## config.mk

```make
export PLATFORM = sky130hd
export DESIGN_NAME = fb_arbiter_flat
export DESIGN_NICKNAME = d
export VERILOG_FILES = /design/src/rtl/fb_pkg.sv /design/src/rtl/fb_arbiter_if.sv /design/src/rtl/fb_wr_fifo.sv /design/src/rtl/fb_arbiter.sv /design/src/flat_wrapper.sv
export SDC_FILE = /design/constraint.sdc
export NUM_CORES = 1
export LEC_CHECK = 0
export CAP_MARGIN = 20
export CORE_MARGIN = 10
export CORE_UTILIZATION = 45
export CTS_CLUSTER_SIZE = 28
export DETAILED_ROUTE_END_ITERATION = 10
export PLACE_DENSITY_LB_ADDON = 0.1
export SLEW_MARGIN = 20
export SYNTH_ARGS = -nofsm -noshare
export SYNTH_HDL_FRONTEND = slang
export SYNTH_SLANG_ARGS = --single-unit
```

## constraint.sdc

```tcl
create_clock -name CLOCK_50 -period 5.25 [get_ports CLOCK_50]
set_input_delay 1.05 -clock CLOCK_50 [delete_from_list [all_inputs] [get_ports CLOCK_50]]
set_output_delay 1.05 -clock CLOCK_50 [all_outputs]
set_load 0.005 [all_outputs]
```

## src/rtl/fb_pkg.sv

```systemverilog
`timescale 1ns/1ps
`default_nettype none
// ============================================================================
// Module   : fb_pkg
// Brief    : Shared framebuffer constants, state encoding, write-request type.
// Revision : 1.0 - initial release
// ============================================================================
package fb_pkg;

    localparam int SCREEN_W = 640;
    localparam int SCREEN_H = 480;
    localparam int ADDR_W   = 19;
    localparam int COLOR_W  = 8;
    localparam int ROW_W    = 9;
    localparam int COL_W    = 10;

    typedef enum logic [1:0] {
        S_IDLE = 2'd0,
        S_DISP = 2'd1,
        S_WR   = 2'd2
    } fb_state_e;

    typedef struct packed {
        logic [ROW_W-1:0]   row;
        logic [COL_W-1:0]   col;
        logic [COLOR_W-1:0] color;
    } wr_req_t;

    // row*640 as two shifts so no multiplier is inferred
    function automatic logic [ADDR_W-1:0] fb_addr(input logic [ROW_W-1:0] row,
                                                  input logic [COL_W-1:0] col);
        logic [ADDR_W-1:0] r;
        r = ADDR_W'(row);
        return (r << 9) + (r << 7) + ADDR_W'(col);
    endfunction

    function automatic logic fb_in_screen(input logic [ROW_W-1:0] row,
                                          input logic [COL_W-1:0] col);
        return (row < ROW_W'(SCREEN_H)) && (col < COL_W'(SCREEN_W));
    endfunction

endpackage
`default_nettype wire

```

## src/rtl/fb_arbiter_if.sv

```systemverilog
`timescale 1ns/1ps
`default_nettype none
// ============================================================================
// Module   : fb_arbiter_if
// Brief    : VGA timing, writer handshake and SRAM bus bundle of fb_arbiter.
// Revision : 1.0 - initial release
// ============================================================================
interface fb_arbiter_if;
    import fb_pkg::*;

    logic                pix_phase;
    logic [ROW_W-1:0]    vga_row;
    logic [COL_W-1:0]    vga_col;
    logic                vga_blank;
    logic                wr_valid;
    logic                wr_ready;
    logic [ROW_W-1:0]    wr_row;
    logic [COL_W-1:0]    wr_col;
    logic [COLOR_W-1:0]  wr_color;
    logic [ADDR_W-1:0]   mem_addr;
    logic                mem_we;
    logic [COLOR_W-1:0]  mem_wdata;
    logic [COLOR_W-1:0]  mem_rdata;
    logic [COLOR_W-1:0]  pixel_color;
    logic                pixel_valid;

    modport master (
        input  pix_phase, vga_row, vga_col, vga_blank,
        input  wr_valid, wr_row, wr_col, wr_color, mem_rdata,
        output wr_ready, mem_addr, mem_we, mem_wdata, pixel_color, pixel_valid
    );

    modport slave (
        output pix_phase, vga_row, vga_col, vga_blank,
        output wr_valid, wr_row, wr_col, wr_color, mem_rdata,
        input  wr_ready, mem_addr, mem_we, mem_wdata, pixel_color, pixel_valid
    );

endinterface
`default_nettype wire

```

## src/rtl/fb_wr_fifo.sv

```systemverilog
`timescale 1ns/1ps
`default_nettype none
// ============================================================================
// Module   : fb_wr_fifo
// Brief    : Power-of-two deep FIFO of pending pixel write requests.
// Revision : 1.0 - initial release
// ============================================================================
module fb_wr_fifo
    import fb_pkg::*;
#(
    parameter int FIFO_DEPTH = 4
) (
    input  logic    clk_i,
    input  logic    rst_n_i,
    input  logic    push_i,
    input  wr_req_t req_i,
    input  logic    pop_i,
    output wr_req_t req_o,
    output logic    full_o,
    output logic    empty_o
);

    localparam int PTR_W = $clog2(FIFO_DEPTH);

    wr_req_t        mem_q [FIFO_DEPTH];
    logic [PTR_W:0] wptr_q;
    logic [PTR_W:0] rptr_q;
    logic           do_push;
    logic           do_pop;

    // extra pointer MSB distinguishes full from empty when the indices match
    assign empty_o = (wptr_q == rptr_q);
    assign full_o  = (wptr_q[PTR_W] != rptr_q[PTR_W]) &&
                     (wptr_q[PTR_W-1:0] == rptr_q[PTR_W-1:0]);
    assign do_push = push_i && !full_o;
    assign do_pop  = pop_i && !empty_o;
    assign req_o   = mem_q[rptr_q[PTR_W-1:0]];

    always_ff @(posedge clk_i) begin
        if (do_push) begin
            mem_q[wptr_q[PTR_W-1:0]] <= req_i;
        end
    end

    always_ff @(posedge clk_i or negedge rst_n_i) begin
        if (!rst_n_i) begin
            wptr_q <= '0;
            rptr_q <= '0;
        end else begin
            if (do_push) begin
                wptr_q <= wptr_q + (PTR_W+1)'(1);
            end
            if (do_pop) begin
                rptr_q <= rptr_q + (PTR_W+1)'(1);
            end
        end
    end

endmodule
`default_nettype wire

```

## src/rtl/fb_arbiter.sv

```systemverilog
`timescale 1ns/1ps
`default_nettype none
// ============================================================================
// Module   : fb_arbiter
// Brief    : Shares one framebuffer SRAM between VGA display fetches and
//            queued pixel writes, one memory slot per clock.
// Revision : 1.0 - initial release
// ============================================================================
module fb_arbiter
    import fb_pkg::*;
#(
    parameter int FIFO_DEPTH = 4
) (
    input  logic         CLOCK_50,
    input  logic         reset,
    fb_arbiter_if.master bus
);

    wr_req_t              req_in;
    wr_req_t              head;
    logic                 full;
    logic                 empty;
    logic                 push;
    logic                 pop;
    logic                 sel_disp;
    logic                 head_ok;

    fb_state_e            state_q;
    fb_state_e            state_d;
    logic [ADDR_W-1:0]    mem_addr_q;
    logic [ADDR_W-1:0]    mem_addr_d;
    logic                 mem_we_q;
    logic                 mem_we_d;
    logic [COLOR_W-1:0]   mem_wdata_q;
    logic [COLOR_W-1:0]   mem_wdata_d;
    logic                 disp2_q;
    logic                 pixel_valid_q;
    logic [COLOR_W-1:0]   pixel_color_q;

    assign req_in       = '{row: bus.wr_row, col: bus.wr_col, color: bus.wr_color};
    // full is registered state, so ready never sees the same-cycle pop
    assign bus.wr_ready = reset && !full;
    assign push         = bus.wr_valid && bus.wr_ready;
    assign sel_disp     = !bus.vga_blank && !bus.pix_phase;
    assign pop          = !sel_disp && !empty;
    assign head_ok      = fb_in_screen(head.row, head.col);

    fb_wr_fifo #(
        .FIFO_DEPTH (FIFO_DEPTH)
    ) u_fifo (
        .clk_i   (CLOCK_50),
        .rst_n_i (reset),
        .push_i  (push),
        .req_i   (req_in),
        .pop_i   (pop),
        .req_o   (head),
        .full_o  (full),
        .empty_o (empty)
    );

    always_comb begin
        state_d     = S_IDLE;
        mem_addr_d  = mem_addr_q;
        mem_wdata_d = mem_wdata_q;
        mem_we_d    = 1'b0;
        if (sel_disp) begin
            state_d    = S_DISP;
            mem_addr_d = fb_addr(bus.vga_row, bus.vga_col);
        end else if (pop && head_ok) begin
            // off-screen heads are still popped but leave the bus idle
            state_d     = S_WR;
            mem_addr_d  = fb_addr(head.row, head.col);
            mem_wdata_d = head.color;
            mem_we_d    = 1'b1;
        end
    end

    always_ff @(posedge CLOCK_50 or negedge reset) begin
        if (!reset) begin
            state_q       <= S_IDLE;
            mem_addr_q    <= '0;
            mem_we_q      <= 1'b0;
            mem_wdata_q   <= '0;
            disp2_q       <= 1'b0;
            pixel_valid_q <= 1'b0;
            pixel_color_q <= '0;
        end else begin
            state_q       <= state_d;
            mem_addr_q    <= mem_addr_d;
            mem_we_q      <= mem_we_d;
            mem_wdata_q   <= mem_wdata_d;
            // read data arrives the cycle after the address is on the bus
            disp2_q       <= (state_q == S_DISP);
            pixel_valid_q <= disp2_q;
            if (disp2_q) begin
                pixel_color_q <= bus.mem_rdata;
            end
        end
    end

    assign bus.mem_addr    = mem_addr_q;
    assign bus.mem_we      = mem_we_q;
    assign bus.mem_wdata   = mem_wdata_q;
    assign bus.pixel_valid = pixel_valid_q;
    assign bus.pixel_color = pixel_color_q;

endmodule
`default_nettype wire

```

## src/flat_wrapper.sv

```systemverilog
// flat-port wrapper written by rule: the top's interface ports become plain ports
module fb_arbiter_flat import fb_pkg::*;
#(
    parameter int FIFO_DEPTH = 4
)
  (CLOCK_50, reset, bus_pix_phase, bus_vga_row, bus_vga_col, bus_vga_blank, bus_wr_valid, bus_wr_row, bus_wr_col, bus_wr_color, bus_mem_rdata, bus_wr_ready, bus_mem_addr, bus_mem_we, bus_mem_wdata, bus_pixel_color, bus_pixel_valid);
  fb_arbiter_if bus_i ();
  input  logic CLOCK_50;
  input  logic reset;
  input wire logic [$bits(bus_i.pix_phase)-1:0] bus_pix_phase;
  input wire logic [$bits(bus_i.vga_row)-1:0] bus_vga_row;
  input wire logic [$bits(bus_i.vga_col)-1:0] bus_vga_col;
  input wire logic [$bits(bus_i.vga_blank)-1:0] bus_vga_blank;
  input wire logic [$bits(bus_i.wr_valid)-1:0] bus_wr_valid;
  input wire logic [$bits(bus_i.wr_row)-1:0] bus_wr_row;
  input wire logic [$bits(bus_i.wr_col)-1:0] bus_wr_col;
  input wire logic [$bits(bus_i.wr_color)-1:0] bus_wr_color;
  input wire logic [$bits(bus_i.mem_rdata)-1:0] bus_mem_rdata;
  output wire logic [$bits(bus_i.wr_ready)-1:0] bus_wr_ready;
  output wire logic [$bits(bus_i.mem_addr)-1:0] bus_mem_addr;
  output wire logic [$bits(bus_i.mem_we)-1:0] bus_mem_we;
  output wire logic [$bits(bus_i.mem_wdata)-1:0] bus_mem_wdata;
  output wire logic [$bits(bus_i.pixel_color)-1:0] bus_pixel_color;
  output wire logic [$bits(bus_i.pixel_valid)-1:0] bus_pixel_valid;
  assign bus_i.pix_phase = bus_pix_phase;
  assign bus_i.vga_row = bus_vga_row;
  assign bus_i.vga_col = bus_vga_col;
  assign bus_i.vga_blank = bus_vga_blank;
  assign bus_i.wr_valid = bus_wr_valid;
  assign bus_i.wr_row = bus_wr_row;
  assign bus_i.wr_col = bus_wr_col;
  assign bus_i.wr_color = bus_wr_color;
  assign bus_i.mem_rdata = bus_mem_rdata;
  assign bus_wr_ready = bus_i.wr_ready;
  assign bus_mem_addr = bus_i.mem_addr;
  assign bus_mem_we = bus_i.mem_we;
  assign bus_mem_wdata = bus_i.mem_wdata;
  assign bus_pixel_color = bus_i.pixel_color;
  assign bus_pixel_valid = bus_i.pixel_valid;
  fb_arbiter #(.FIFO_DEPTH(FIFO_DEPTH)) u_core (.CLOCK_50(CLOCK_50), .reset(reset), .bus(bus_i));
endmodule
```

==> out/results.tsv, run 1 <==
stage	metric	value	unit
pwr	internal power	0.00351	W
final_layout	final core occ	57.4	%
sta	unrepaired setup endpoints after global routing	no	
sta	relative slew slack	38.2	%
critical_path	critical-path cell list	buf_4, xor2_1, nor2_1, a21boi_1, clkdlybuf4s50_1	
critical_path	Critical Path Fanout Max	21	
clock_tree	post-cts sizing count	0	
pwr	LEAKAGE	3.34	nW
sta	worst slew pin tran	0.927	ns
final_layout	area delta synth->final	25.9	%
global_route	total gr overflow	0	
placed_design	dpl cells	732	
critical_path	reg2reg path depth	10	
critical_path	CP max stage delay	0.95	ns
clock_tree	H-tree levels	4	
clock_tree	CTS sink cnt	153	
route	Final ANT Viol Nets	0	
yosys	top post-synthesis cells by area	edfxtp_1 47%, dfrtp_1 16%, mux4_2 8.8%, ha_1 7.1%, nand2_1 3.1%	
critical_path	CP Class	flip-flop to output port	
pwr	combinational power share	43.6	%
global_route	vias in the first global route	4392	
yosys	Synth Area in Compound Gates	5.36	%
sta	highest clock rate	249	MHz
clock_tree	Post-CTS Setup Repair Bufs	0	
pwr	Cell Pwr Density	618	nW/um^2
die	die area	20600	sq um
critical_path	reg2reg end	u_core.bus.mem_addr[18]	
sta	setup_tns	0	ns
pwr	Clk network pwr share	23.0	%
sta	count of pins over their slew limit	0	
sta	final number of setup-violating endpoints	0	
yosys	Post-Synth XOR/XNOR Area	2.16	%
yosys	Synth Flop Type	edfxtp_1	
global_route	All-Layer GR Usage	14.9	%
die	starting density of the core	45.6	%
worst_hold_path	Hold Crit Class	flip-flop to flip-flop	
yosys	register area share after synthesis	63.5	%
critical_path	worst-path cell with the longest stage delay	dfrtp_1	
yosys	Async S/R FF share, synth	29.4	%
route	DRC	0	
clock_tree	CTS tree	built	
critical_path	Worst EP required	4.20	ns
pwr	Psw	0.00185	W
clock_tree	Skew-Pair Late Insertion Delay	0.42	ns
yosys	multiplexer share of the synthesized area	10.6	%
critical_path	Setup crit start	u_core.u_fifo.rptr_q[1]	
die	row count	45	
critical_path	Setup crit end	bus_wr_ready	
yosys	synth unique cells	49	
critical_path	Worst setup SP type	flip-flop	
sta	post-layout minimum cycle time	4.02	ns
critical_path	r2r setup slk	1.42	ns
sta	Final Skew	0.00847	ns
yosys	simple-gate share of the synthesized area	7.94	%
yosys	Yosys top cell by area	edfxtp_1	
final_layout	most common cell after layout, fill and taps aside	edfxtp_1	
final_layout	Layout Nets	665	
clock_tree	CTS Hold Buffers Added	0	
critical_path	Worst Path Buf+Inv	2	
final_layout	share of cells above drive strength 1	14.8	%
global_route	first-pass GRT wire length	23.5	mm
critical_path	Worst path top cell family by delay	flip-flops	
placed_design	port bufs	96	
final_layout	commonest non-fill, non-tap cells in the layout	108 x edfxtp_1, 95 x clkdlybuf4s50_1, 57 x nand2_1	
placed_design	Detailed Place HPWL	10.2	mm
yosys	register bit total from synthesis	153	
clock_tree	clk slew on worst S/H paths	0.06	ns
placed_design	Final GP Congestion	0.792	
final_layout	Finished Layout Cells	764	
outcome	status	finished, final reports clean	
clock_tree	Clock Tree Root	clkbuf_16	
die	Die Ht	144	um
pwr	Net Sw Frac	34.5	%
route	initial DRC count	210	
yosys	area share of fa/ha/maj cells after synthesis	8.25	%
critical_path	CP Data Arrival Time	2.97	ns
route	drt first pass iters	4	
yosys	Post-synth EDFFs	108	
critical_path	CP Capture Type	output port	
critical_path	FF-to-FF Start	u_core.u_fifo.rptr_q[0]	
die	die width	144	um
critical_path	Critical Path Stages	5	
yosys	Synth Area per Inst	15.1	sq um
route	DR WL/cell	18.9	um
final_layout	fill count	1224	
route	Vias per Instance	5.36	
sta	Tcrit/Tclk final	76.5	%
worst_hold_path	hold wc startpoint	u_core.bus.mem_we	
global_route	initial antenna violation count	0	
yosys	Cells after Synth	457	
die	core box area	15100	sq um
final_layout	ant diodes	0	
pwr	Seq pwr share	33.4	%
sta	final hold vios	0	
yosys	syn nets	559	
die	I/O pin total	97	
clock_tree	Clock Tree Buf Depth	2	
pwr	Peak supply drop	0.000296	V
run	Max-Cap Viols	0	
yosys	post-synth top area share	47.1	%
clock_tree	CTS Buf Count	17	
global_route	largest net degree at the start of global routing	46	
route	total wire length	14.4	mm
yosys	largest family of logic cells by synthesized area	multiplexers	
route	vias	4097	
yosys	Yosys Warn Count	0	
yosys	Synth Cell Area	6880	sq um
## Yosys cell counts, types with 2 or more instances
master and instances:
o21a_1 3, xnor2_1 7, or3_1 3, a21oi_1 11
a211oi_1 3, buf_6 2, o41ai_1 4, buf_1 2
o211ai_1 8, buf_2 6, fa_1 4, nor3_1 4
dfrtp_1 45, edfxtp_1 108, inv_2 2, nor2b_1 3
and3_1 5, a21o_1 5, nand2_1 57, ha_1 39
mux4_2 27, o21ai_0 8, mux2_2 10, o22ai_1 2
nand3_1 26, and2_1 2, inv_1 14, xor2_1 10
nor2_1 10, clkbuf_1 8
## stage by stage
step / area [sq um] / hold slack (ns) / power (W) / setup slack, ns
6_report: 8670 / 0.433 / 0.00536 / 1.23
5_1_grt: 8670 / 0.458 / 0.00578 / 0.971
4_1_cts: 8670 / 0.433 / 0.00543 / 1.11
3_5_place_dp: 8050 / 0.431 / 0.00417 / 1.43
3_3_place_gp: 8050 / 0.434 / 0.00412 / 1.50
2_1_floorplan: 6880 / 0.352 / 0.00337 / 1.78
## flip-flops by register name, summed over array words and instances, names as in the netlist, 3 cells and up
register and count:
u_core.bus.mem_wdata 8, u_core.u_fifo.wptr_q 3, u_core.u_fifo.mem_q 108, u_core.u_fifo.rptr_q 3
u_core.bus.pixel_color 8, u_core.bus.mem_addr 19
## cell families after synthesis
group,count (synthesis)
AND/OR/NAND/NOR,118
AO/OA/AOI/OAI,54
buffers and inverters,34
XOR/XNOR,17
adder cells (fa/ha/maj),43
flip-flops,153
multiplexers,38
## metal layers
layer | global-route usage, % | up-vias | share of wire, %
met5 | 0 | - | 0
met4 | 5.32 | 0 | 1.5
met3 | 4.72 | 18 | 7.3
met2 | 23.5 | 107 | 47
met1 | 18.9 | 2034 | 44
li1 | - | 1938 | -
## how the worst min path moves through the flow
stage | to | slack, ns | cells past startpoint
finish | u_core.disp2_q | 0.43 | 1
global route | u_core.disp2_q | 0.46 | 1
CTS | u_core.disp2_q | 0.43 | 1
detailed placement | u_core.disp2_q | 0.43 | 1
global placement | u_core.disp2_q | 0.43 | 1
floorplan | u_core.bus.pixel_valid | 0.35 | 0
## layout make-up
class,count,area (sq um),area share [%]
tap,188,235,2.71
clock buffer,24,534,6.17
sequential,153,4370,50.4
timing repair buffer,105,1020,11.8
inverter,16,60.1,0.693
multi-input combinational,270,2360,27.3
clock inverter,8,77.6,0.895
## power by group through the flow
stage	registers (W)	clock network (W)	logic, W
6_report	0.00179	0.00123	0.00233
5_1_grt	0.00184	0.00131	0.00264
4_1_cts	0.00180	0.00125	0.00237
3_5_place_dp	0.00182	0	0.00235
3_3_place_gp	0.00181	0	0.00231
2_1_floorplan	0.00173	0	0.00164
Note: power is estimated with default switching activity, not from simulation.
==> run 2, diff against run 1 <==
==> constraint.sdc (replaced) <==
create_clock -name CLOCK_50 -period 4.04 [get_ports CLOCK_50]
set_input_delay 0.808 -clock CLOCK_50 [delete_from_list [all_inputs] [get_ports CLOCK_50]]
set_output_delay 0.808 -clock CLOCK_50 [all_outputs]
set_load 0.005 [all_outputs]
==> out/results.tsv, run 2 (same netlist as run 1, synthesis figures left out) <==
stage	metric	value	unit
outcome	status	finished, final reports clean	
global_route	initial antenna violation count	0	
route	DR WL/cell	18.8	um
global_route	first-pass GRT wire length	22.8	mm
die	die width	144	um
critical_path	Worst setup SP type	flip-flop	
sta	final number of setup-violating endpoints	0	
clock_tree	clk slew on worst S/H paths	0.06	ns
clock_tree	Clock Tree Buf Depth	2	
sta	relative slew slack	57.7	%
critical_path	CP Data Arrival Time	2.77	ns
sta	count of pins over their slew limit	0	
die	row count	45	
route	Vias per Instance	5.32	
critical_path	Worst path top cell family by delay	buffers and inverters	
clock_tree	H-tree levels	4	
route	initial DRC count	182	
critical_path	CP Class	flip-flop to output port	
die	die area	20600	sq um
global_route	vias in the first global route	4265	
pwr	Cell Pwr Density	807	nW/um^2
critical_path	worst-path cell with the longest stage delay	dfrtp_2	
final_layout	share of cells above drive strength 1	15.1	%
final_layout	ant diodes	0	
die	core box area	15100	sq um
sta	Final Skew	0.00523	ns
sta	unrepaired setup endpoints after global routing	no	
final_layout	commonest non-fill, non-tap cells in the layout	108 x edfxtp_1, 95 x clkdlybuf4s50_1, 57 x nand2_1	
critical_path	Worst Path Buf+Inv	2	
die	I/O pin total	97	
placed_design	port bufs	96	
sta	Tcrit/Tclk final	88.6	%
route	drt first pass iters	4	
final_layout	most common cell after layout, fill and taps aside	edfxtp_1	
clock_tree	Clock Tree Root	clkbuf_16	
sta	Hold Slack	0.465	ns
clock_tree	Skew-Pair Late Insertion Delay	0.42	ns
critical_path	Worst EP required	3.23	ns
route	vias	4077	
clock_tree	CTS Buf Count	17	
pwr	Peak supply drop	0.000392	V
run	Max-Cap Viols	0	
die	starting density of the core	45.6	%
clock_tree	CTS sink cnt	153	
route	Final ANT Viol Nets	0	
pwr	LEAKAGE	3.33	nW
placed_design	Final GP Congestion	0.810	
final_layout	Layout Nets	667	
worst_hold_path	Hold Crit Class	flip-flop to flip-flop	
critical_path	CP Capture Type	output port	
clock_tree	CTS Hold Buffers Added	0	
critical_path	Critical Path Fanout Max	18	
clock_tree	post-cts sizing count	0	
sta	worst slew pin tran	0.635	ns
route	DRC	0	
critical_path	r2r setup slk	0.54	ns
route	total wire length	14.4	mm
final_layout	fill count	1223	
global_route	total gr overflow	0	
final_layout	area delta synth->final	26.1	%
clock_tree	CTS tree	built	
sta	final setup margin	0.460	ns
global_route	largest net degree at the start of global routing	46	
critical_path	critical-path cell list	buf_4, xor2_1, nor2_1, a21boi_1, clkdlybuf4s50_1	
placed_design	Detailed Place HPWL	9.95	mm
clock_tree	Post-CTS Setup Repair Bufs	0	
sta	highest clock rate	279	MHz
global_route	All-Layer GR Usage	14.4	%
sta	post-layout minimum cycle time	3.58	ns
sta	setup_tns	0	ns
placed_design	pre-CTS setup slack	0.506	ns
sta	final hold vios	0	
die	Die Ht	144	um
final_layout	max FFs per register	108	
critical_path	CP max stage delay	0.62	ns
==> run 2: layout make-up <==
class	count	area (sq um)	share of cell area (%)
multi-input cells	270	2360	27.2
flip-flops and latches	153	4370	50.4
clock inverters	13	168	1.93
clock buffers	19	443	5.10
inverters	16	60.1	0.692
well taps	188	235	2.71
repair buffers	107	1040	12.0
==> run 2: routing by layer <==
metal | global-route usage [%] | up-vias | wire length [um]
met5 | 0 | - | 0
met3 | 4.16 | 20 | 905
met2 | 22.2 | 109 | 6670
met4 | 5.96 | 0 | 243
li1 | - | 1948 | -
met1 | 18.7 | 2000 | 6590
==> run 2: worst paths after layout <==
check                                   startpoint                      end  depth (start not counted)
max                        u_core.u_fifo.rptr_q[0]             bus_wr_ready                          5
min                              u_core.state_q[0]           u_core.disp2_q                          1
max reg2reg                u_core.u_fifo.rptr_q[0]  u_core.bus.mem_addr[18]                         10
min reg2reg                      u_core.state_q[0]           u_core.disp2_q                          1
max in group asynchronous                    reset  u_core.u_fifo.rptr_q[0]                          2
min in group asynchronous                    reset  u_core.bus.mem_addr[16]                          2
==> run 2: metrics by stage <==
step                      utilization, %  power [W]  area [sq um]  instances
final                               57.5    0.00701          8680        766
after global routing                57.5    0.00750          8680        766
after CTS                           57.5    0.00709          8680        766
after detailed placement            53.5    0.00544          8070        734
after global placement              53.5    0.00538          8070        734
after floorplan                        -    0.00438          6880        457
==> run 2: worst reg2reg max path, stage by stage (launching register included) <==
cell and delay (ns):
dfrtp_2 0.62, mux4_2 0.59, ha_1 0.32, ha_1 0.24, fa_1 0.42, a21oi_1 0.19, o211ai_1 0.15, o41ai_1 0.44
o21ai_0 0.19, o22ai_1 0.17, a21oi_1 0.05
==> run 2: power breakdown <==
group          switching (W)  internal (W)
clock               0.000628      0.000992
combinational        0.00157       0.00153
sequential          0.000219       0.00207
total                0.00242       0.00459
==> run 3, diff against run 2 <==
==> constraint.sdc (replaced) <==
create_clock -name CLOCK_50 -period 3 [get_ports CLOCK_50]
set_input_delay 0.6 -clock CLOCK_50 [delete_from_list [all_inputs] [get_ports CLOCK_50]]
set_output_delay 0.6 -clock CLOCK_50 [all_outputs]
set_load 0.005 [all_outputs]
==> out/results.tsv, run 3 (same netlist as run 1, synthesis figures left out) <==
stage	metric	value	unit
final_layout	Layout Nets	692	
final_layout	commonest non-fill, non-tap cells in the layout	108 x edfxtp_1, 95 x clkdlybuf4s50_1, 57 x nand2_1	
clock_tree	CTS Buf Count	17	
die	I/O pin total	97	
worst_hold_path	Hold Crit Class	primary input to asynchronous set/reset pin	
global_route	first-pass GRT wire length	23.1	mm
route	Vias per Instance	5.27	
pwr	LEAKAGE	3.49	nW
run	Max-Cap Viols	0	
pwr	power after layout	0.0105	W
route	total wire length	14.5	mm
final_layout	fill count	1190	
pwr	Cell Pwr Density	1160	nW/um^2
sta	final hold vios	0	
critical_path	r2r setup slk	-0.13	ns
pwr	Clk network pwr share	22.1	%
route	DR WL/cell	18.3	um
route	DRC	0	
final_layout	area delta synth->final	31.6	%
sta	relative slew slack	59.2	%
final_layout	share of cells above drive strength 1	21.1	%
pwr	Psw	0.00351	W
pwr	internal power	0.00699	W
die	starting density of the core	45.6	%
pwr	combinational power share	49.2	%
outcome	violated checks	setup timing	
sta	final setup margin	-0.127	ns
pwr	Seq pwr share	28.7	%
placed_design	Final GP Congestion	0.777	
pwr	Peak supply drop	0.000562	V
die	row count	45	
clock_tree	clk slew on worst S/H paths	0.06	ns
route	drt first pass iters	4	
die	Die Ht	144	um
placed_design	port bufs	96	
critical_path	Worst setup SP type	flip-flop	
final_layout	max FFs per register	108	
sta	unrepaired setup endpoints after global routing	yes	
clock_tree	Clock Tree Root	clkbuf_16	
critical_path	CP Data Arrival Time	3.47	ns
final_layout	ant diodes	0	
route	initial DRC count	186	
sta	Final Skew	0.0117	ns
clock_tree	CTS sink cnt	153	
global_route	largest net degree at the start of global routing	46	
critical_path	CP Capture Type	flip-flop	
outcome	status	finished with violations	
clock_tree	CTS tree	built	
critical_path	Worst EP required	3.34	ns
global_route	vias in the first global route	4350	
sta	Tcrit/Tclk final	104	%
critical_path	Critical Path Fanout Max	5	
die	die area	20600	sq um
clock_tree	Skew-Pair Late Insertion Delay	0.42	ns
clock_tree	Clock Tree Buf Depth	2	
sta	worst slew pin tran	0.612	ns
die	die width	144	um
sta	post-layout minimum cycle time	3.13	ns
global_route	All-Layer GR Usage	14.6	%
global_route	initial antenna violation count	0	
final_layout	most common cell after layout, fill and taps aside	edfxtp_1	
sta	final number of setup-violating endpoints	5	
route	Final ANT Viol Nets	0	
sta	count of pins over their slew limit	0	
route	vias	4171	
pwr	Net Sw Frac	33.4	%
placed_design	Detailed Place HPWL	10.1	mm
sta	setup_tns	-0.338	ns
die	core box area	15100	sq um
clock_tree	CTS Hold Buffers Added	0	
global_route	total gr overflow	0	
sta	highest clock rate	320	MHz
clock_tree	H-tree levels	4	
critical_path	CP Class	flip-flop to flip-flop	
[run 3: final timing paths]
check                                         from                       to  cells past startpoint
hold / removal                               reset  u_core.u_fifo.wptr_q[2]                      2
min in group CLOCK_50            u_core.bus.mem_we           u_core.disp2_q                      1
hold reg to reg                  u_core.bus.mem_we           u_core.disp2_q                      1
max in group asynchronous                    reset  u_core.u_fifo.rptr_q[0]                      2
setup / recovery           u_core.u_fifo.rptr_q[0]  u_core.bus.mem_addr[17]                     12
setup reg to reg           u_core.u_fifo.rptr_q[0]  u_core.bus.mem_addr[17]                     12
[run 3: final cells by class]
| cell class | count | area, sq um | area share, % |
|---|---|---|---|
| timing repair buffer | 132 | 1240 | 13.7 |
| clock buffer | 19 | 433 | 4.78 |
| tap | 188 | 235 | 2.60 |
| inverter | 16 | 60.1 | 0.663 |
| clock inverter | 13 | 216 | 2.39 |
| multi-input combinational | 270 | 2510 | 27.7 |
| sequential | 153 | 4370 | 48.2 |
[run 3: power groups by stage]
stage / Clock, W / Combinational [W] / Sequential (W)
global route: 0.00248 / 0.00575 / 0.00306
floorplan: 0 / 0.00330 / 0.00303
CTS: 0.00237 / 0.00517 / 0.00302
finish: 0.00232 / 0.00516 / 0.00301
global placement: 0 / 0.00503 / 0.00303
detailed placement: 0 / 0.00506 / 0.00306
[run 3: per-stage QoR]
step | area, sq um | util [%] | std cells | hold WS [ns] | setup slack (ns)
floorplan | 7030 | - | 457 | 0.304 | -0.239
global placement | 8380 | 55.6 | 758 | 0.427 | -0.141
detailed placement | 8380 | 55.6 | 758 | 0.436 | -0.181
CTS | 9050 | 60.0 | 791 | 0.340 | -0.140
global route | 9060 | 60.0 | 791 | 0.364 | -0.244
finish | 9060 | 60.0 | 791 | 0.316 | -0.127
[run 3: worst max-delay path, stage by stage (launching register included)]
cell      delay (ns)
dfrtp_2         0.43
buf_12          0.14
mux4_2          0.35
inv_2           0.04
fa_1            0.55
inv_2           0.06
ha_4            0.28
a211oi_4        0.06
or4_1           0.41
nand2_1         0.10
mux2_4          0.30
a21o_1          0.19
a22oi_2         0.14
[run 3: repair_timing]
item / 4_1_cts / 5_1_grt
buffers inserted: 1 / 0
gates resized for setup: 2 / 3
endpoints found under the setup margin: 5 / 6
pin swaps: 3 / 3
[run 3: routing by layer]
metal  GRT usage, %  share of wire (%)  vias to the layer above
met5              0                  0                        -
met4           4.94                1.3                        0
met3           4.32                5.6                       14
met2           23.2                 47                       97
met1           18.8                 46                     2058
li1               -                  -                     2002
